==> src/rtl/arbitro_rr_pkg.sv <==
// Shared word layout, arbitration mode encoding and width helper for the class arbiter.
// Latency: none (declarations only).
// Backpressure: not applicable.
package arb_pkg;

   // Word layout: [11:10] class, [9:8] destination, [7:0] data
   localparam int CLASS_MSB = 11;
   localparam int CLASS_LSB = 10;
   localparam int DEST_MSB  = 9;
   localparam int DEST_LSB  = 8;
   localparam int DATA_W    = 8;

   typedef enum logic {
      RR     = 1'b0,
      STRICT = 1'b1
   } arb_mode_e;

   // Ceiling log2; returns 0 for values <= 1, callers clamp the width to 1.
   function automatic int clog2(input int value);
      int r;
      r = 0;
      while ((1 << r) < value) r++;
      return r;
   endfunction

endpackage

==> src/rtl/arbitro_rr_if.sv <==
// Bundle between the class FIFOs / destination FIFOs and the arbiter.
// Latency: pop combinational, push/data_out/err_dest/active registered.
// Backpressure: per-output almost-full flags; slave = arbiter side, master = FIFO/bench side.
interface arbitro_rr_if #(
   parameter int WORD_SIZE = 12,
   parameter int NUM_IN    = 4,
   parameter int NUM_OUT   = 4
);
   logic                          arb_mode;           // 0 round-robin, 1 strict priority
   logic [NUM_IN*WORD_SIZE-1:0]   data_in;            // FWFT head words, input i at [i*WORD_SIZE +: WORD_SIZE]
   logic [NUM_IN-1:0]             fifo_empty;         // per input FIFO
   logic [NUM_OUT-1:0]            fifos_almost_full;  // per output FIFO
   logic [NUM_IN-1:0]             pop;                // one-hot pop to input FIFOs
   logic [NUM_OUT-1:0]            push;               // one-hot push to output FIFOs
   logic [WORD_SIZE-1:0]          data_out;           // word accompanying push
   logic                          err_dest;           // out-of-range destination discarded
   logic                          active;             // push or discard this cycle

   modport slave (
      input  arb_mode, data_in, fifo_empty, fifos_almost_full,
      output pop, push, data_out, err_dest, active
   );

   modport master (
      output arb_mode, data_in, fifo_empty, fifos_almost_full,
      input  pop, push, data_out, err_dest, active
   );
endinterface

==> src/rtl/arbitro_rr_arb.sv <==
// Combinational one-of-N grant: strict (lowest index) or round-robin after ptr_i.
// Latency: zero, purely combinational; the pointer register lives in the parent.
// Backpressure: callers mask blocked requesters out of req_i before arbitration.
// Ports: req_i requests, mode_i arbitration mode, ptr_i last winner,
//        gnt_o one-hot grant, idx_o binary grant index, vld_o any grant.
module rr_arbiter
   import arb_pkg::*;
#(
   parameter  int N  = 4,
   localparam int IW = (N > 1) ? clog2(N) : 1
) (
   input  logic [N-1:0]  req_i,
   input  arb_mode_e     mode_i,
   input  logic [IW-1:0] ptr_i,
   output logic [N-1:0]  gnt_o,
   output logic [IW-1:0] idx_o,
   output logic          vld_o
);

   logic [IW-1:0] cand;

   // Visit candidates in priority order and keep the first requester found.
   always_comb begin
      gnt_o = '0;
      idx_o = '0;
      vld_o = 1'b0;
      cand  = '0;
      for (int k = 1; k <= N; k++) begin
         if (mode_i == STRICT) cand = IW'(k - 1);
         else                  cand = IW'((int'(ptr_i) + k) % N);
         if (!vld_o && req_i[cand]) begin
            vld_o       = 1'b1;
            gnt_o[cand] = 1'b1;
            idx_o       = cand;
         end
      end
   end

endmodule

==> src/rtl/arbitro_rr.sv <==
// Arbitrates NUM_IN FWFT class FIFOs and routes each popped word to its destination FIFO.
// Latency: pop is combinational; push/data_out one cycle later; one word per cycle.
// Backpressure: an input is held only while its head's destination is almost full.
// Ports: clk, reset (async active-low), bus (slave modport: mode, heads, empties,
//        almost-full in; pop, push, data_out, err_dest, active out).
module arbitro_rr #(
   parameter int WORD_SIZE = 12,
   parameter int NUM_IN    = 4,
   parameter int NUM_OUT   = 4,
   parameter int DEST_LSB  = arb_pkg::DEST_LSB
) (
   input  logic         clk,
   input  logic         reset,
   arbitro_rr_if.slave  bus
);
   import arb_pkg::*;

   localparam int DEST_W = (NUM_OUT > 1) ? clog2(NUM_OUT) : 1;
   localparam int IW     = (NUM_IN > 1) ? clog2(NUM_IN) : 1;

   logic [WORD_SIZE-1:0] head      [NUM_IN];
   logic [DEST_W-1:0]    head_dest [NUM_IN];
   logic [NUM_IN-1:0]    req;
   logic [NUM_IN-1:0]    gnt;
   logic [IW-1:0]        gnt_idx;
   logic                 gnt_vld;
   logic [WORD_SIZE-1:0] sel_word;
   logic [DEST_W-1:0]    sel_dest;
   arb_mode_e            mode;

   logic [NUM_OUT-1:0]   push_q, push_d;
   logic [WORD_SIZE-1:0] data_q, data_d;
   logic                 err_q, err_d;
   logic                 active_q, active_d;
   logic [IW-1:0]        rr_ptr_q, rr_ptr_d;

   assign mode = arb_mode_e'(bus.arb_mode);

   // Eligibility looks at the current almost-full flags, so a flag rising this
   // cycle already blocks the grant. Out-of-range destinations never block:
   // those words are drained and reported.
   always_comb begin
      for (int i = 0; i < NUM_IN; i++) begin
         head[i]      = bus.data_in[i*WORD_SIZE +: WORD_SIZE];
         head_dest[i] = head[i][DEST_LSB +: DEST_W];
         req[i]       = 1'b0;
         if (!bus.fifo_empty[i]) begin
            if (int'(head_dest[i]) >= NUM_OUT) req[i] = 1'b1;
            else                               req[i] = !bus.fifos_almost_full[head_dest[i]];
         end
      end
   end

   rr_arbiter #(.N(NUM_IN)) u_arb (
      .req_i  (req),
      .mode_i (mode),
      .ptr_i  (rr_ptr_q),
      .gnt_o  (gnt),
      .idx_o  (gnt_idx),
      .vld_o  (gnt_vld)
   );

   assign sel_word = head[gnt_idx];
   assign sel_dest = head_dest[gnt_idx];

   // Pop is held low during reset so the FIFOs never lose a word to a
   // grant that the registers cannot capture.
   assign bus.pop = reset ? gnt : '0;

   always_comb begin
      push_d   = '0;
      data_d   = '0;
      err_d    = 1'b0;
      active_d = 1'b0;
      rr_ptr_d = rr_ptr_q;
      if (gnt_vld) begin
         active_d = 1'b1;
         rr_ptr_d = gnt_idx;
         if (int'(sel_dest) < NUM_OUT) begin
            push_d[sel_dest] = 1'b1;
            data_d           = sel_word;
         end else begin
            err_d = 1'b1;
         end
      end
   end

   // Pointer resets to the last input so input 0 wins the first round.
   always_ff @(posedge clk or negedge reset) begin
      if (!reset) begin
         push_q   <= '0;
         data_q   <= '0;
         err_q    <= 1'b0;
         active_q <= 1'b0;
         rr_ptr_q <= IW'(NUM_IN - 1);
      end else begin
         push_q   <= push_d;
         data_q   <= data_d;
         err_q    <= err_d;
         active_q <= active_d;
         rr_ptr_q <= rr_ptr_d;
      end
   end

   assign bus.push     = push_q;
   assign bus.data_out = data_q;
   assign bus.err_dest = err_q;
   assign bus.active   = active_q;

endmodule

==> src/flat_wrapper.sv <==
// flat-port wrapper written by rule: the top's interface ports become plain ports
module arbitro_rr_flat import arb_pkg::*;
#(
   parameter int WORD_SIZE = 12,
   parameter int NUM_IN    = 4,
   parameter int NUM_OUT   = 4,
   parameter int DEST_LSB  = arb_pkg::DEST_LSB
)
  (clk, reset, bus_arb_mode, bus_data_in, bus_fifo_empty, bus_fifos_almost_full, bus_pop, bus_push, bus_data_out, bus_err_dest, bus_active);
  arbitro_rr_if #(.WORD_SIZE(WORD_SIZE), .NUM_IN(NUM_IN), .NUM_OUT(NUM_OUT)) bus_i ();
  input  logic clk;
  input  logic reset;
  input wire logic [$bits(bus_i.arb_mode)-1:0] bus_arb_mode;
  input wire logic [$bits(bus_i.data_in)-1:0] bus_data_in;
  input wire logic [$bits(bus_i.fifo_empty)-1:0] bus_fifo_empty;
  input wire logic [$bits(bus_i.fifos_almost_full)-1:0] bus_fifos_almost_full;
  output wire logic [$bits(bus_i.pop)-1:0] bus_pop;
  output wire logic [$bits(bus_i.push)-1:0] bus_push;
  output wire logic [$bits(bus_i.data_out)-1:0] bus_data_out;
  output wire logic [$bits(bus_i.err_dest)-1:0] bus_err_dest;
  output wire logic [$bits(bus_i.active)-1:0] bus_active;
  assign bus_i.arb_mode = bus_arb_mode;
  assign bus_i.data_in = bus_data_in;
  assign bus_i.fifo_empty = bus_fifo_empty;
  assign bus_i.fifos_almost_full = bus_fifos_almost_full;
  assign bus_pop = bus_i.pop;
  assign bus_push = bus_i.push;
  assign bus_data_out = bus_i.data_out;
  assign bus_err_dest = bus_i.err_dest;
  assign bus_active = bus_i.active;
  arbitro_rr #(.WORD_SIZE(WORD_SIZE), .NUM_IN(NUM_IN), .NUM_OUT(NUM_OUT), .DEST_LSB(DEST_LSB)) u_core (.clk(clk), .reset(reset), .bus(bus_i));
endmodule
==> config.mk <==
export PLATFORM = sky130hd
export DESIGN_NAME = arbitro_rr_flat
export DESIGN_NICKNAME = d
export VERILOG_FILES = /design/src/rtl/arbitro_rr_pkg.sv /design/src/rtl/arbitro_rr_if.sv /design/src/rtl/arbitro_rr_arb.sv /design/src/rtl/arbitro_rr.sv /design/src/flat_wrapper.sv
export SDC_FILE = /design/constraint.sdc
export NUM_CORES = 1
export LEC_CHECK = 0
export ABC_AREA = 1
export CAP_MARGIN = 20
export CORE_ASPECT_RATIO = 0.6
export CORE_MARGIN = 2
export CORE_UTILIZATION = 42
export CTS_CLUSTER_DIAMETER = 120
export DETAILED_ROUTE_END_ITERATION = 7
export PLACE_DENSITY_LB_ADDON = 0.12
export SYNTH_ARGS = -nofsm -noshare
export SYNTH_HDL_FRONTEND = slang
export SYNTH_HIERARCHICAL = 1
export SYNTH_SLANG_ARGS = --single-unit
==> constraint.sdc <==
create_clock -name clk -period 3.1 [get_ports clk]
set_input_delay 0.93 -clock clk [delete_from_list [all_inputs] [get_ports clk]]
set_output_delay 0.93 -clock clk [all_outputs]
set_load 0.05 [all_outputs]
==> results of run 1 <==
-- kinds of logic after synthesis --
| family | Yosys count | share of synthesized area [%] |
|---|---|---|
| AO/OA/AOI/OAI | 29 | 9.66 |
| buffers and inverters | 46 | 12.2 |
| flip-flops | 19 | 27.3 |
| other | 1 | 0.215 |
| AND/OR/NAND/NOR | 191 | 50.5 |
-- what timing repair did --
| action | 4_1_cts | 5_1_grt |
|---|---|---|
| gates resized for setup | 81 | 38 |
| hold endpoints to repair | 0 | 0 |
| endpoints found under the setup margin | 20 | 4 |
| setup buffers | 4 | 3 |
| pin swaps | 31 | 26 |
| hold buffers | 0 | 0 |
| cloned | 1 | 0 |
-- power by group --
part | internal [mW] | switching, mW
clock | 0.0895 | 0.0865
sequential | 0.379 | 0.0561
combinational | 0.816 | 1.34
-- flip-flops by register name, summed over array words and instances, names as in the netlist --
signal	count
u_core/bus.push	4
u_core/bus.active	1
u_core/rr_ptr_q	2
u_core/bus.data_out	12
-- final timing paths --
check / startpoint / endpoint / slack [ns]
max in group asynchronous: reset / u_core/rr_ptr_q[1] / 1.62
min reg2reg: u_core/rr_ptr_q[1] / u_core/rr_ptr_q[1] / 0.52
max reg2reg: u_core/rr_ptr_q[0] / u_core/bus.push[1] / 0.60
min: u_core/rr_ptr_q[1] / u_core/rr_ptr_q[1] / 0.52
min in group asynchronous: reset / u_core/bus.data_out[9] / 1.22
max: bus_data_in[32] / bus_pop[1] / -0.34
-- metrics by stage --
step | TNS, ns | area, um^2 | setup WS [ns] | cells
4_1_cts | -1.01 | 2890 | -0.260 | 441
3_3_place_gp | -7.89 | 2790 | -0.683 | 432
6_report | -1.27 | 3000 | -0.342 | 444
2_1_floorplan | 0 | 1770 | 0.00286 | 286
3_5_place_dp | -9.12 | 2790 | -0.738 | 432
5_1_grt | -1.65 | 3000 | -0.445 | 444
-- per-layer routing --
metal	track usage (%)	wire (um)	up-vias
li1	-	-	1100
met5	0	0	-
met1	35.5	2750	984
met3	3.22	410	5
met2	38.3	2650	99
met4	5.64	40	0
-- synthesized netlist by cell type (all sizes together) --
master and count:
inv 39, or2 4, nand3 32, nand2 121
conb 1, dfrtp 17, a21oi 11, dfstp 2
nor2 33, o21ai 10, o211ai 4, o21bai 4
buf 7, nand3b 1
-- worst min-delay path, delay by kind of cell, from the launching register on --
| family | cells | cell delay, ns |
|---|---|---|
| DFF | 1 | 0.40 |
| and+or+nand+nor | 2 | 0.11 |
-- final cells by class --
cell class | count | area [um^2] | share of cell area, %
flip-flops and latches | 19 | 478 | 15.9
clock buffers | 3 | 41.3 | 1.38
multi-input cells | 222 | 1190 | 39.7
clock inverters | 1 | 5.00 | 0.167
repair buffers | 110 | 1060 | 35.3
inverters | 39 | 164 | 5.46
well taps | 50 | 62.6 | 2.08
-- layout by cell type, fill, tap and decap left out, types with 9 or more instances in the layout --
| cell | n |
|---|---|
| nand3_1 | 22 |
| nand3_2 | 9 |
| inv_2 | 10 |
| nand2_1 | 93 |
| dfrtp_1 | 17 |
| nor2_2 | 11 |
| clkdlybuf4s50_1 | 58 |
| inv_1 | 24 |
| nor2_1 | 18 |
| nand2_2 | 22 |
| buf_4 | 27 |
==> flow_metrics.tcl, run 1 <==
set metrics [dict create \
    cp_cell_sequence "buf_6 > inv_2 > o21ai_2 > o21bai_1 > nor2_2 > buf_4 > nand2_4 > nand2_4 > nor2_4 > nand2_2 > nor2_4 > nand2_2 > nand3_2 > nand2_2 > clkinvlp_4 > buf_12" \
    yosysTopAreaCellShare_pct 24.3 \
    syn_inst 286 \
    min_path_type "reg2reg" \
    antenna_found_initial 0 \
    place_congestion 0.873 \
    wl_per_cell_um 13.2 \
    netlist_area_um2 1750 \
    cts.sink_count 19 \
    drcViolationCount 0 \
    fin_util_pct 74.0 \
    grt_max_degree 20 \
    drtIter0Drc 95 \
    grt_pass1_vias 1973 \
    fmax_mhz 291 \
    clk_latency_ns 0.26 \
    drv_slew 0 \
    fp.dieW_um 87.3 \
    crit_family "simple AND/OR/NAND/NOR gates" \
    placementRows 18 \
    layout-drive-gt1-share_pct 33.2 \
    postRouteAntennaNets 0 \
    status "complete, but fails checks" \
    crit_path_end_kind "output port" \
    synth-seq-cells 19 \
    power_mw 2.76 \
    num_io_pins 81 \
    path_depth 16 \
    fin_crit_ns 3.44 \
    syn2layout_area_growth_pct 71.7 \
    cp.arrival_ns 2.51 \
    num_antenna_cells 0 \
    via_count 2188 \
    worstPathMaxFanout 6 \
    htree_num_levels 1 \
    maxCapViolations 0 \
    cp.buffers_inverters 5 \
    worst-setup-path-type "in2out" \
    crit_path_top_delay_cell "nor2_4" \
    dp_hpwl_mm 4.30 \
    irDropWorstVdd_uv 344 \
    hold_depth 2 \
    cts-buffers-inserted 3 \
    dieArea_um2 4710 \
    grt_usage_pct 24.3 \
    tightest_slew_ns 0.528 \
    port_buffers 79 \
    grt_setup_unrepaired "yes" \
    yosysUniqueCellTypes 24 \
    power.density_nw_per_um2 921 \
    grt_pass1_wl_mm 8.88 \
    timing.final.ws_setup_ns -0.342 \
    slew_headroom_pct 64.7 \
    failed_checks "negative setup slack" \
    finalHoldViolCount 0 \
    setup_viol 4 \
    avgSynthCellArea_um2 6.11 \
    synth_nets 345 \
    vias_per_cell 4.93 \
    fillers 319 \
    p_leak_nw 1.47 \
    synth_top_area_cell "dfrtp_1" \
    ys_seq_area_share_pct 27.3 \
    max_stage_delay_ns 0.22 \
    holdWs_ns 0.516 \
    wl_mm 5.85 \
    ff2ff_path_depth 18 \
    cts_tree "yes" \
    dr.pass1.iters 4 \
    coreArea_um2 4050 \
    synth_warnings 6 \
    required_ns 2.17 \
    gr-total-overflow 0 \
    initial_core_util_pct 43.1 \
    synth_area_leaders "dfrtp_1, nand2_1, nand3_1" \
    cts.clk_slew.worst_paths_ns 0.08 \
    worstSetupStartpointType "primary input" \
    crit_top_cell "nand2_2" \
    clock_skew_ns 0.00467 \
    layout.nets 454 \
    cts_root_buf "clkbuf_8" \
    chipHeight_um 54.0 \
    clk_path_buf_depth 2 \
    fin_crit_sh_pct 111 \
]
Note: power is estimated with default switching activity, not from simulation.
==> run 2: changes to the inputs <==
- RECOVER_POWER: unset -> 25
- clock period: 3.1 -> 3.5 ns (I/O delays scaled with it)
==> run 2 against run 1 <==
The run still ends with negative setup slack left. Register-to-register slack gained 0.48 ns. First-iteration DRC count grew 9.5%. Die area is the same. Final area grew 0.42%. Via count shrank 2.0%. Clock-buffer cell count is the same. Flip-flop and latch count is the same. Power shrank 13%. Combinational power shrank 13%. Clock skew shrank 0.0039 ns.
==> flow_metrics.tcl, run 2 (synthesis gave the netlist of run 1 again) <==
set metrics [dict create \
    drv_slew 0 \
    place_congestion 0.873 \
    status "complete, but fails checks" \
    initial_core_util_pct 43.1 \
    placementRows 18 \
    stdcell_area_um2 3010 \
    wl_mm 5.42 \
    worstSetupStartpointType "primary input" \
    grt_usage_pct 23.3 \
    coreArea_um2 4050 \
    power.density_nw_per_um2 796 \
    instances_no_fill 442 \
    required_ns 2.45 \
    wl_per_cell_um 12.3 \
    tightest_slew_ns 0.521 \
    reg2reg_slack_ns 1.08 \
    layout-drive-gt1-share_pct 32.4 \
    maxCapViolations 0 \
    slew_headroom_pct 65.2 \
    via_count 2145 \
    setup_viol 4 \
    htree_num_levels 1 \
    dr.pass1.iters 4 \
    mostFrequentLayoutCell "nand2_1" \
    fin_crit_sh_pct 102 \
    grt_setup_unrepaired "yes" \
    power_mw 2.40 \
    num_antenna_cells 0 \
    chipHeight_um 54.0 \
    num_io_pins 81 \
    worst-setup-path-type "in2out" \
    clk_path_buf_depth 2 \
    cts_root_buf "clkbuf_8" \
    clk_latency_ns 0.26 \
    drtIter0Drc 104 \
    fmax_mhz 279 \
    crit_path_end_kind "output port" \
    antenna_found_initial 0 \
    drcViolationCount 0 \
    fp.dieW_um 87.3 \
    dp_hpwl_mm 4.16 \
    switching_power_mw 1.28 \
    holdWs_ns 0.515 \
    port_buffers 79 \
    clkPwrFrac_pct 6.4 \
    layout_common_cells "nand2_1, clkdlybuf4s50_1, inv_1, buf_4, nor2_1" \
    ctsHoldBuffers 0 \
    cts-buffers-inserted 3 \
    pwr-share-seq_pct 15.9 \
    p_sw_share_pct 53.4 \
    failed_checks "negative setup slack" \
    p_int_mw 1.12 \
    worstPathMaxFanout 5 \
    min_path_type "reg2reg" \
    grt_pass1_wl_mm 8.48 \
    layout.nets 452 \
    postRouteAntennaNets 0 \
    dp.cells 431 \
    p_leak_nw 1.52 \
    syn2layout_area_growth_pct 72.4 \
    grt_max_degree 22 \
    cts.clk_slew.worst_paths_ns 0.07 \
    clock_skew_ns 0.000753 \
    fin_crit_ns 3.58 \
    largest_reg_flops 12 \
    cts_tree "yes" \
    cts.sink_count 19 \
    gr-total-overflow 0 \
    cp.arrival_ns 2.53 \
    ff2ff_path_depth 16 \
    grt_pass1_vias 1847 \
    dieArea_um2 4710 \
    pwr-share-comb_pct 77.7 \
    placed_area_um2 2780 \
    fin_util_pct 74.4 \
    hold_depth 2 \
    irDropWorstVdd_uv 301 \
    finalHoldViolCount 0 \
    timing.final.ws_setup_ns -0.0827 \
    vias_per_cell 4.85 \
]
run 2: cell types whose count changed in the layout (fill, tap and decap cells not counted), moves of 3 or more:
cell / previous run / this run
a21oi_2: 4 / 1
buf_4: 27 / 23
clkinvlp_4: 4 / 0
inv_2: 10 / 15
nand2_1: 93 / 97
nand2_2: 22 / 16
nand3_1: 22 / 18
nand3_2: 9 / 14
nor2_2: 11 / 8
run 2: cell type report:
cell class | instances | area, um^2
flip-flops and latches | 19 | 478
clock buffers | 3 | 41.3
clock inverters | 1 | 5.00
repair buffers | 108 | 1050
well taps | 50 | 62.6
multi-input cells | 222 | 1220
fillers | 316 | 1040
inverters | 39 | 149
run 2: final timing paths:
check                                   startpoint                     end
min in group asynchronous                    reset  u_core/bus.data_out[5]
max in group asynchronous                    reset      u_core/rr_ptr_q[1]
worst min register to register  u_core/rr_ptr_q[1]      u_core/rr_ptr_q[1]
worst max-delay path               bus_data_in[44]              bus_pop[3]
worst min-delay path            u_core/rr_ptr_q[1]      u_core/rr_ptr_q[1]
worst max register to register  u_core/rr_ptr_q[0]      u_core/bus.push[3]
run 2: power groups by stage:
stage               clock (mW)  combinational (mW)  sequential, mW
floorplan                    0               0.865           0.690
global placement             0                1.73           0.378
detailed placement           0                1.75           0.381
CTS                      0.156                1.82           0.379
global route             0.168                2.02           0.391
finish                   0.153                1.86           0.381
run 2: per-layer routing:
metal	global-route usage, %	vias to the layer above	wire [um]
li1	-	1100	-
met1	33.9	948	2690
met2	36.4	88	2280
met3	3.99	9	371
met4	4.87	0	77
met5	0	-	0
run 2: per-stage QoR:
stage          TNS (ns)  setup slack [ns]
3_3_place_gp      -2.01            -0.477
4_1_cts          -0.169           -0.0481
2_1_floorplan         0            0.0932
5_1_grt          -0.664            -0.170
6_report         -0.268           -0.0827
3_5_place_dp      -2.42            -0.502
run 2: critical path, stage by stage:
cell	delay [ns]
buf_8	0.10
buf_6	0.10
nor2_1	0.07
o21bai_1	0.08
nor2_1	0.17
inv_1	0.09
nand2_1	0.08
nand3_2	0.11
nand2_4	0.15
nand3_2	0.08
nand2_2	0.08
inv_2	0.04
nand3_2	0.06
nand2_1	0.06
inv_2	0.08
buf_12	0.13
run 2: repair_timing:
action                                  CTS  global route
pin swaps                                38            26
cloned                                    0             1
buffers inserted                          4             2
resized for setup                        96            30
endpoints found under the setup margin    4             4
==> run 3: changes to the inputs <==
- CORE_ASPECT_RATIO: 0.6 -> unset
- CORE_UTILIZATION: 42 -> 45
- CTS_CLUSTER_DIAMETER: 120 -> 200
- clock period: 3.5 -> 4.2 ns (I/O delays scaled with it)
==> run 3 against run 2 <==
The flow now finishes without violations. Global-route usage increased by 0.82 points. Hold slack improved by 0.0032 ns. Setup slack improved by 0.18 ns. Clock power decreased by 21%. Via count decreased by 0.75%. Final cell count decreased by 2.5%. Clock skew about the same. Clock-buffer cell count unchanged. Power decreased by 22%. Largest cell class unchanged.
==> flow_metrics.tcl, run 3 (synthesis gave the netlist of run 1 again) <==
set metrics [dict create \
    place_congestion 0.917 \
    clock_skew_ns 0.000709 \
    irDropWorstVdd_uv 307 \
    grt_pass1_wl_mm 8.34 \
    min_path_type "reg2reg" \
    cts-buffers-inserted 3 \
    num_io_pins 81 \
    drv_slew 0 \
    slew_headroom_pct 37.8 \
    power_mw 1.88 \
    fp.dieW_um 66.3 \
    power.density_nw_per_um2 643 \
    layout.nets 443 \
    dp_hpwl_mm 3.90 \
    cp.arrival_ns 2.84 \
    required_ns 2.94 \
    initial_core_util_pct 47.4 \
    maxCapViolations 0 \
    crit_path_top_delay_cell "dlygate4sd2_1" \
    cp_cell_sequence "dlygate4sd2_1 > o21ai_1 > o21bai_1 > nor2_1 > inv_1 > nand2_1 > nand3_2 > nand2_4 > nand3_1 > nand2_1 > inv_1 > nand3_1 > nand2_1 > inv_2 > buf_12" \
    cts_root_buf "clkbuf_8" \
    fmax_mhz 244 \
    clk_latency_ns 0.25 \
    port_buffers 79 \
    worstPathMaxFanout 5 \
    drtIter0Drc 126 \
    tightest_slew_ns 0.934 \
    vias_per_cell 4.94 \
    crit_path_end_kind "output port" \
    postRouteAntennaNets 0 \
    wl_per_cell_um 11.7 \
    coreArea_um2 3690 \
    fin_crit_ns 4.10 \
    dp.cells 426 \
    max_stage_delay_ns 0.26 \
    via_count 2129 \
    crit_top_cell "nand2_1" \
    cts_tree "yes" \
    grt_pass1_vias 1976 \
    placed_area_um2 2730 \
    mostFrequentLayoutCell "nand2_1" \
    setup_viol 0 \
    wl_mm 5.06 \
    syn2layout_area_growth_pct 67.4 \
    grt_max_degree 26 \
    status "finished clean" \
    fin_crit_sh_pct 97.7 \
    finalHoldViolCount 0 \
    grt_usage_pct 24.1 \
    worst-setup-path-type "in2out" \
    antenna_found_initial 0 \
    worstSetupStartpointType "primary input" \
    stdcell_area_um2 2930 \
    dr.pass1.iters 4 \
    htree_num_levels 1 \
    instances_no_fill 431 \
    p_leak_nw 1.45 \
    placementRows 22 \
    cts.clk_slew.worst_paths_ns 0.07 \
    dieArea_um2 4400 \
    num_antenna_cells 0 \
    layout_common_cells "nand2_1, clkdlybuf4s50_1, nand3_1, inv_1, nor2_1" \
    gr-total-overflow 0 \
    layout-drive-gt1-share_pct 26.4 \
    cts.sink_count 19 \
    drcViolationCount 0 \
    chipHeight_um 66.3 \
    clk_path_buf_depth 2 \
    largest_reg_flops 12 \
]
-- run 3: report_power, final --
part | leakage [nW] | internal [mW] | switching (mW)
Combinational | 1.19 | 0.512 | 0.931
Clock | 0.0255 | 0.0658 | 0.0554
Sequential | 0.230 | 0.279 | 0.0365
-- run 3: routing by layer --
metal / wire (um) / vias up / GRT usage, % / part of all wire (%)
li1: - / 1074 / - / -
met1: 2100 / 961 / 28.9 / 41
met2: 2630 / 88 / 45.6 / 52
met3: 291 / 6 / 3.75 / 5.7
met4: 46 / 0 / 3.83 / 0.91
met5: 0 / - / 0 / 0
-- run 3: critical path, delay by kind of cell --
family                 cells  cell delay [ns]
and+or+nand+nor            8             0.76
buffers and inverters      5             0.62
AOI/OAI and AO/OA          2             0.18
-- run 3: repair_timing --
item | in CTS | in global routing
setup buffers | 0 | 1
resized for setup | 29 | 52
hold buffers | 0 | 0
endpoints found under the setup margin | 4 | 4
pin swaps | 13 | 22
-- run 3: path summary, 6_finish.rpt --
kind                                         start                      end  slack (ns)  depth (start not counted)
worst max-delay path                bus_data_in[9]               bus_pop[0]         0.1                         15
worst max register to register  u_core/rr_ptr_q[0]       u_core/bus.push[2]        1.78                         13
min in group asynchronous                    reset       u_core/bus.push[2]        1.78                          2
worst min register to register  u_core/rr_ptr_q[1]       u_core/rr_ptr_q[1]        0.52                          2
max in group asynchronous                    reset  u_core/bus.data_out[11]        1.86                          2
worst min-delay path            u_core/rr_ptr_q[1]       u_core/rr_ptr_q[1]        0.52                          2
-- run 3: per-stage QoR --
step / worst slack (ns) / TNS (ns) / utilization, % / hold WS, ns
6_report: 0.0986 / 0 / 79.3 / 0.518
5_1_grt: -0.0335 / -0.0726 / 79.3 / 0.537
4_1_cts: 0.0395 / 0 / 75.5 / 0.515
3_5_place_dp: -0.260 / -0.978 / 73.9 / 0.494
3_3_place_gp: -0.164 / -0.643 / 73.9 / 0.491
2_1_floorplan: 0.373 / 0 / - / 0.465
-- run 3: cell type report --
cell class / instances / area (um^2)
clock buffer: 3 / 41.3
inverter: 39 / 149
multi-input combinational: 221 / 1220
fill: 279 / 763
clock inverter: 1 / 5.00
tap: 48 / 60.1
timing repair buffer: 100 / 967
sequential: 19 / 478
